===== src/rtl/fetch_queue_pkg.sv =====
// Shared CPU fetch types: instruction/PC widths, PC increment, fetch tag and
// FIFO entry layouts.
package fetch_queue_pkg;

  localparam int unsigned PC_W  = 16;
  localparam int unsigned INS_W = 16;
  localparam logic [PC_W-1:0] PC_STEP       = 16'd2;
  localparam logic [PC_W-1:0] PC_ALIGN_MASK = 16'hFFFE;

  typedef struct packed {
    logic            valid;
    logic [PC_W-1:0] pc;
  } fetch_tag_t;

  typedef struct packed {
    logic [INS_W-1:0] ins;
    logic [PC_W-1:0]  pc;
  } fq_entry_t;

endpackage


===== src/rtl/fetch_queue_fifo.sv =====
// DEPTH-entry synchronous FIFO of {ins, pc} with flush; head is read
// straight from registered storage.
module fq_fifo
  import fetch_queue_pkg::*;
#(
  parameter int unsigned DEPTH = 4
) (
  input  logic                       clk,
  input  logic                       rst,
  input  logic                       push,
  input  fq_entry_t                  pushEntry,
  input  logic                       pop,
  input  logic                       flush,
  output fq_entry_t                  head,
  output logic [$clog2(DEPTH+1)-1:0] count
);

  localparam int unsigned PTR_W = $clog2(DEPTH);
  localparam int unsigned CNT_W = $clog2(DEPTH+1);
  localparam logic [CNT_W-1:0] FULL = CNT_W'(DEPTH);

  fq_entry_t        mem [DEPTH];
  logic [PTR_W-1:0] rdPtr;
  logic [PTR_W-1:0] wrPtr;

  always_ff @(posedge clk or posedge rst) begin
    if (rst) begin
      mem   <= '{default: '0};
      rdPtr <= '0;
      wrPtr <= '0;
      count <= '0;
    end else if (flush) begin
      rdPtr <= '0;
      wrPtr <= '0;
      count <= '0;
    end else begin
      if (push) begin
        assert (count != FULL || pop);
        mem[wrPtr] <= pushEntry;
        wrPtr      <= wrPtr + 1'b1;
      end
      if (pop) rdPtr <= rdPtr + 1'b1;
      if (push && !pop)      count <= count + 1'b1;
      else if (pop && !push) count <= count - 1'b1;
    end
  end

  assign head = mem[rdPtr];

endmodule


===== src/rtl/fetch_queue.sv =====
// Instruction prefetch: issues reads to a fixed-latency memory under credit
// control, tracks them in a tag shift register and buffers returns for decode.
module fetch_queue
  import fetch_queue_pkg::*;
#(
  parameter int unsigned     DEPTH       = 4,
  parameter int unsigned     MEM_LATENCY = 2,
  parameter logic [PC_W-1:0] RESET_PC    = 16'h0000
) (
  input  logic              clk,
  input  logic              rst,
  output logic [PC_W-2:0]   mem_raddr,
  input  logic [INS_W-1:0]  mem_rdata,
  input  logic              redirect_valid,
  input  logic [PC_W-1:0]   redirect_pc,
  output logic              out_valid,
  output logic [INS_W-1:0]  out_ins,
  output logic [PC_W-1:0]   out_pc,
  input  logic              out_ready
);

  localparam int unsigned CNT_W = $clog2(DEPTH+1);
  localparam int unsigned INF_W = $clog2(MEM_LATENCY+1);
  localparam int unsigned SUM_W = CNT_W + 1;
  localparam int unsigned TAG_W = $bits(fetch_tag_t);
  localparam int unsigned SR_W  = MEM_LATENCY * TAG_W;

  logic [PC_W-1:0]              fetchPc;
  fetch_tag_t [MEM_LATENCY-1:0] tagSr;
  logic [MEM_LATENCY-1:0]       tagValid;
  logic [INF_W-1:0]             inflight;
  logic [CNT_W-1:0]             count;
  logic [SUM_W-1:0]             used;
  logic [SUM_W-1:0]             avail;
  logic                         pop;
  logic                         issue;
  fetch_tag_t                   newTag;
  fetch_tag_t                   retTag;
  fq_entry_t                    head;
  fq_entry_t                    retEntry;

  for (genvar g = 0; g < MEM_LATENCY; g++) begin : g_tagValid
    assign tagValid[g] = tagSr[g].valid;
  end

  // Credit counts a slot freed by this cycle's pop, so a full FIFO being
  // drained still issues every cycle.
  always_comb begin
    inflight = INF_W'($countones(tagValid));
    pop      = out_valid && out_ready && !redirect_valid;
    used     = SUM_W'(count) + SUM_W'(inflight);
    avail    = SUM_W'(DEPTH) + SUM_W'(pop);
    issue    = used < avail;
    newTag   = '{valid: issue, pc: fetchPc};
    retTag   = tagSr[MEM_LATENCY-1];
    retEntry = '{ins: mem_rdata, pc: retTag.pc};
  end

  always_ff @(posedge clk or posedge rst) begin
    if (rst) begin
      fetchPc <= RESET_PC;
      tagSr   <= '0;
    end else if (redirect_valid) begin
      fetchPc <= redirect_pc & PC_ALIGN_MASK;
      tagSr   <= '0;
    end else begin
      tagSr <= (tagSr << TAG_W) | SR_W'(newTag);
      if (issue) fetchPc <= fetchPc + PC_STEP;
    end
  end

  fq_fifo #(
    .DEPTH(DEPTH)
  ) u_fifo (
    .clk       (clk),
    .rst       (rst),
    .push      (retTag.valid),
    .pushEntry (retEntry),
    .pop       (pop),
    .flush     (redirect_valid),
    .head      (head),
    .count     (count)
  );

  assign mem_raddr = fetchPc[PC_W-1:1];
  assign out_valid = count != '0;
  assign out_ins   = head.ins;
  assign out_pc    = head.pc;

endmodule


===== config.mk =====
export PLATFORM = sky130hd
export DESIGN_NAME = fetch_queue
export DESIGN_NICKNAME = d
export VERILOG_FILES = /design/src/rtl/fetch_queue_pkg.sv /design/src/rtl/fetch_queue_fifo.sv /design/src/rtl/fetch_queue.sv
export SDC_FILE = /design/constraint.sdc
export NUM_CORES = 1
export LEC_CHECK = 0
export CORE_ASPECT_RATIO = 1.25
export CORE_MARGIN = 4
export CORE_UTILIZATION = 42
export CTS_BUF_LIST = sky130_fd_sc_hd__clkbuf_16
export CTS_CLUSTER_DIAMETER = 50
export CTS_CLUSTER_SIZE = 12
export DETAILED_ROUTE_END_ITERATION = 10
export GPL_ROUTABILITY_DRIVEN = 0
export MAX_ROUTING_LAYER = met4
export PLACE_DENSITY_LB_ADDON = 0.3
export SKIP_CTS_REPAIR_TIMING = 1
export SYNTH_ARGS = -nofsm -noshare
export SYNTH_HDL_FRONTEND = slang
export SYNTH_HIERARCHICAL = 1
export SYNTH_SLANG_ARGS = --single-unit

===== constraint.sdc =====
create_clock -name clk -period 11.4 [get_ports clk]
set_input_delay 2.28 -clock clk [delete_from_list [all_inputs] [get_ports clk]]
set_output_delay 2.28 -clock clk [all_outputs]
set_load 0.01 [all_outputs]

==> results.tsv, run 1 <==
metric	value	unit
hold_path_class	register to register	
rows	57	
wirelength	17100	microns
grt_antenna_before_repair	0	
cts_tree	yes	
synthToLayoutAreaGrowth	18.1	%
rsz0062_at_grt	false	
drv_cap	0	
wire_per_inst	18.8	microns
h-tree-depth	4	
ys.flop_type	dfrtp_1	
syn_avg_cell_area	15.1	sq um
worstSetupStartpointType	register	
swShare	0.267	
hpwl	10800	microns
synth_commonest_cells	dfrtp_1 (184), mux2_4 (65), mux2_2 (64)	
maxSlewHeadroom	0.220	
core	0.0196	sq mm
diodes	0	
slew_violations	0	
ys_seq_area_frac	0.544	
die_h	167	microns
min_period	4.98	ns
drt_iter0_markers	234	
finalSetupViolations	0	
hold_viol	0	
multi_input_area	0.00355	sq mm
yosysWarnings	6	
clock_power_share	0.308	
critPathMaxFanout	22	
portBuffers	82	
crit_type	register to output pin	
dp_cells	879	
yosysTopAreaCell	dfrtp_1	
cp.arrival	2.70	ns
clock_latency	0.43	ns
seq_power_share	0.454	
critPathRequiredTime	9.12	ns
grt_use_met2	0.268	
synth_edf_count	0	
r2r-start	retTag[16]$_DFF_PP0_	
maxClockFrequency	0.201	GHz
first_global_vias	5311	
track_usage	0.165	
synth_cell_types	53	
synth_most_common_cell	dfrtp_1	
power_switching	0.496	mW
grt-busiest-layer	met2	
min_from	tagSr[6]$_DFF_PP0_	
drive_gt1_frac	0.325	
boundaryPins	84	
power	1.86	mW
synth-seq-cells	184	
die_w	135	microns
cts_buffer_depth	2	
period_share	0.436	
finalClockSkew	0.0102	ns
cts-root-buf	clkbuf_16	
fin_tns_setup	0	ns
syn_nets	603	
cts_sinks	184	
final_area	0.00999	sq mm
fin_hold_ws	0.465	ns
use_met1	0.208	
fin_nets	677	
synthesis.instances	559	
fin_cells	911	
synth.area.top_cells	dfrtp_1 (54%), mux2_4 (12%), mux2_2 (8.5%), mux4_2 (8.5%), nor2b_1 (2.1%)	
place_area	0.00941	sq mm
vias_per_cell	5.28	
pwr-share-comb	0.238	
initial_core_util	0.431	
dieArea	0.0225	sq mm
register_area	0.00461	sq mm
internal_power	1.36	mW
grt_util_met3	0.0335	
critPathCaptureType	output pin	
ant_nets	0	
startpoint	u_fifo/rdPtr[0]$_DFFE_PP0P_	
grt_max_degree	95	
synth_top_area_share	0.544	
vias	4807	
overflow	0	
cts_buffers	17	
drc_errors	0	
outcome	finished, final reports clean	
power.leakage	4.68	nW
drt_first_pass_iters	4	
ir_drop	0.0000966	V
synthArstFlopShare	1.00	
path_clk_slew	0.07	ns
syn_area	0.00846	sq mm
tightest_slew	1.17	ns
grt_pass1_wl	28500	microns
fillerInstances	1624	
p_per_area	186	mW/mm^2
[layout by cell type (no fill, tap or decap), drive strengths merged, types with 3 or more instances in the layout]
master,instances
clkdlybuf4s50,81
a221o,5
buf,6
and2,5
xnor2,3
ha,6
a311oi,7
o21ai,8
nor3,3
mux2,129
nand2b,6
xor2,3
dfrtp,184
inv,19
nand4,7
nand3,4
clkinv,8
a22oi,4
nor2b,30
clkbuf,17
mux4,32
nor2,23
nand2,16
clkinvlp,3
[per-stage QoR]
stage | utilization | setup slack (ns)
2_1_floorplan | - | 5.51
3_3_place_gp | 0.480 | 6.82
3_5_place_dp | 0.480 | 6.81
4_1_cts | 0.509 | 6.34
5_1_grt | 0.509 | 6.22
6_report | 0.509 | 6.42
[critical path: stages, from the launching register on]
cell and delay, ns:
dfrtp_2 0.65, buf_4 0.51, mux4_2 0.59, clkdlybuf4s50_1 0.50
[final timing paths]
| check | endpoint | slack, ns | cells past startpoint |
|---|---|---|---|
| max | out_pc[14] | 6.42 | 3 |
| min in group asynchronous | u_fifo/count[0]$_DFFE_PP0P_ | 2.28 | 2 |
| min reg2reg | retEntry[6]$_DFF_PP0_ | 0.47 | 1 |
| min | retEntry[6]$_DFF_PP0_ | 0.47 | 1 |
| max in group asynchronous | u_fifo/rdPtr[0]$_DFFE_PP0P_ | 7.49 | 3 |
| max reg2reg | fetchPc[15]$_DFFE_PP0P_ | 8.91 | 9 |
[sequential cells by signal, summed over array words and instances (netlist names)]
name,count
fetchPc,15
retEntry,16
retTag,1
tagSr,17
u_fifo/count,3
u_fifo/mem,128
u_fifo/rdPtr,2
u_fifo/wrPtr,2
[power by group through the flow]
stage / clock [mW] / sequential, mW / combinational [mW]
final: 0.573 / 0.845 / 0.443
after global routing: 0.615 / 0.859 / 0.479
after CTS: 0.589 / 0.845 / 0.450
after detailed placement: 0 / 0.856 / 0.449
after global placement: 0 / 0.843 / 0.437
after floorplan: 0 / 0.828 / 0.289
[area by class of cell]
cell class                      instances  area share
Timing Repair Buffer                   87      0.0854
Inverter                               17     0.00664
Tap cell                              265      0.0332
Multi-Input combinational cell        326       0.356
Clock buffer                           17      0.0426
Sequential cell                       184       0.461
Clock inverter                         15      0.0153
[logic make-up (layout without fill, tap and decap cells)]
| kind of cell | after synthesis | count (layout) | synth area share |
|---|---|---|---|
| AO/OA/AOI/OAI | 38 | 38 | 0.0342 |
| XOR/XNOR | 6 | 6 | 0.00621 |
| adder cells (fa/ha/maj) | 8 | 8 | 0.0136 |
| buffers and inverters | 49 | 136 | 0.0356 |
| flip-flops | 184 | 184 | 0.544 |
| multiplexers | 162 | 162 | 0.287 |
| other | 1 | 1 | 0.000443 |
| AND/OR/NAND/NOR | 111 | 111 | 0.0788 |
[metal layers]
metal / vias to the layer above / share of wire / routed length, microns
met5: - / 0 / 0
met3: 20 / 0.034 / 588
met4: 0 / 0.016 / 268
li1: 2179 / - / -
met1: 2478 / 0.44 / 7460
met2: 130 / 0.51 / 8800
Note: power is estimated with default switching activity, not from simulation.
==> run 2: changes to the inputs <==
- clock period: 11.4 -> 4.37 ns (I/O delays scaled with it)
==> results.tsv, run 2 (synthesis results as in run 1) <==
metric	value	unit	change
h-tree-depth	4		unchanged
cts_tree	yes		unchanged
drt_iter0_markers	215		was 234
fin_tns_setup	0	ns	unchanged
startpoint	u_fifo/rdPtr[0]$_DFFE_PP0P_		unchanged
finalSetupViolations	0		unchanged
cts-root-buf	clkbuf_16		unchanged
internal_power	3.67	mW	was 1.36 mW
drc_errors	0		unchanged
seq_power_share	0.443		was 0.454
fin_hold_ws	0.461	ns	was 0.465 ns
power	4.96	mW	was 1.86 mW
min_period	3.21	ns	
critPathMaxFanout	27		was 22
vias	4866		was 4807
initial_core_util	0.431		unchanged
power.leakage	4.70	nW	was 4.68 nW
hold_viol	0		unchanged
clock_latency	0.43	ns	about the same
largest_reg_flops	128		unchanged
wirelength	17400	microns	was 17100 microns
tightest_slew	1.07	ns	was 1.17 ns
drt_first_pass_iters	4		unchanged
ir_drop	0.000314	V	was 0.0000966 V
drv_cap	0		unchanged
maxClockFrequency	0.311	GHz	
diodes	0		unchanged
die_w	135	microns	unchanged
p_per_area	493	mW/mm^2	was 186 mW/mm^2
critPathRequiredTime	3.50	ns	was 9.12 ns
boundaryPins	84		unchanged
die_h	167	microns	unchanged
swShare	0.261		was 0.267
period_share	0.736		
crit_type	register to output pin		unchanged
min_from	tagSr[0]$_DFF_PP0_		was tagSr[6]$_DFF_PP0_
maxSlewHeadroom	0.288		was 0.220
finalClockSkew	0.00892	ns	was 0.0102 ns
synthToLayoutAreaGrowth	18.9	%	was 18.1%
outcome	finished, final reports clean		unchanged
fin_util	0.513		was 0.509
portBuffers	82		unchanged
fin_nets	679		was 677
grt_max_degree	65		was 95
worstSetupStartpointType	register		unchanged
wire_per_inst	19.1	microns	was 18.8 microns
hold_path_class	register to register		unchanged
first_global_vias	5502		was 5311
cts_buffers	17		unchanged
hpwl	11300	microns	was 10800 microns
cts_buffer_depth	2		unchanged
clock_power_share	0.320		was 0.308
fillerInstances	1596		was 1624
power_switching	1.29	mW	was 0.496 mW
ant_nets	0		unchanged
rows	57		unchanged
dieArea	0.0225	sq mm	unchanged
core	0.0196	sq mm	unchanged
grt_pass1_wl	29100	microns	was 28500 microns
overflow	0		unchanged
drive_gt1_frac	0.321		was 0.325
path_clk_slew	0.06	ns	was 0.07 ns
grt_antenna_before_repair	0		unchanged
cp.arrival	2.34	ns	was 2.70 ns
critPathCaptureType	output pin		unchanged
pwr-share-comb	0.237		was 0.238
r2r-start	retTag[16]$_DFF_PP0_		unchanged
rsz0062_at_grt	false		unchanged
cts_sinks	184		unchanged
slew_violations	0		unchanged
vias_per_cell	5.34		was 5.28
mostFrequentLayoutCells	dfrtp_1 (183), clkdlybuf4s50_1 (81), mux2_4 (65)		unchanged
track_usage	0.168		was 0.165
largest-register	u_fifo/mem		unchanged
final_common_cell	dfrtp_1		unchanged
## run 2: changes by cell type in the layout (fill, tap and decap cells not counted), moves of 2 or more
cell and delta:
clkinv_1 +2, buf_12 +2, clkinvlp_4 +2, bufinv_16 +2, clkinv_2 -4, clkinv_4 -2
## run 2: metrics by stage
stage	cells	setup slack [ns]	instance area [sq um]
2_1_floorplan	559	1.64	8460
3_3_place_gp	881	1.41	9450
3_5_place_dp	881	1.20	9450
4_1_cts	912	1.09	10100
5_1_grt	912	1.02	10100
6_report	912	1.16	10100
## run 2: layer usage
layer	track usage	part of all wire
met3	0.0338	0.031
met5	-	0
met1	0.209	0.43
met4	0.0574	0.021
met2	0.277	0.51
## run 2: area by class of cell
type	count	area, sq um	area share
timing repair buffer	89	893	0.0888
sequential	184	4610	0.458
clock inverter	14	183	0.0182
clock buffer	17	425	0.0423
inverter	17	67.6	0.00672
tap	265	332	0.0330
multi-input combinational	326	3550	0.353
## run 2: path summary, 6_finish.rpt
kind,endpoint,slack [ns],cells after the start
worst max-delay path,out_pc[15],1.16,3
worst min-delay path,retEntry[0]$_DFF_PP0_,0.46,1
worst max register to register,fetchPc[8]$_DFFE_PP0P_,1.89,8
worst min register to register,retEntry[0]$_DFF_PP0_,0.46,1
max in group asynchronous,u_fifo/mem[35]$_DFFE_PP0P_,2.41,3
min in group asynchronous,u_fifo/count[1]$_DFFE_PP0P_,1.03,2
## run 2: power groups by stage
stage	clock [mW]	sequential, mW	combinational, mW
global route	1.70	2.24	1.27
CTS	1.63	2.20	1.20
floorplan	0	2.16	0.753
global placement	0	2.19	1.15
detailed placement	0	2.23	1.19
finish	1.59	2.20	1.18
## run 2: worst max-delay path, stage by stage, from the launching register on
cell and delay (ns):
dfrtp_2 0.54, buf_12 0.29, mux4_2 0.56, clkdlybuf4s50_1 0.50
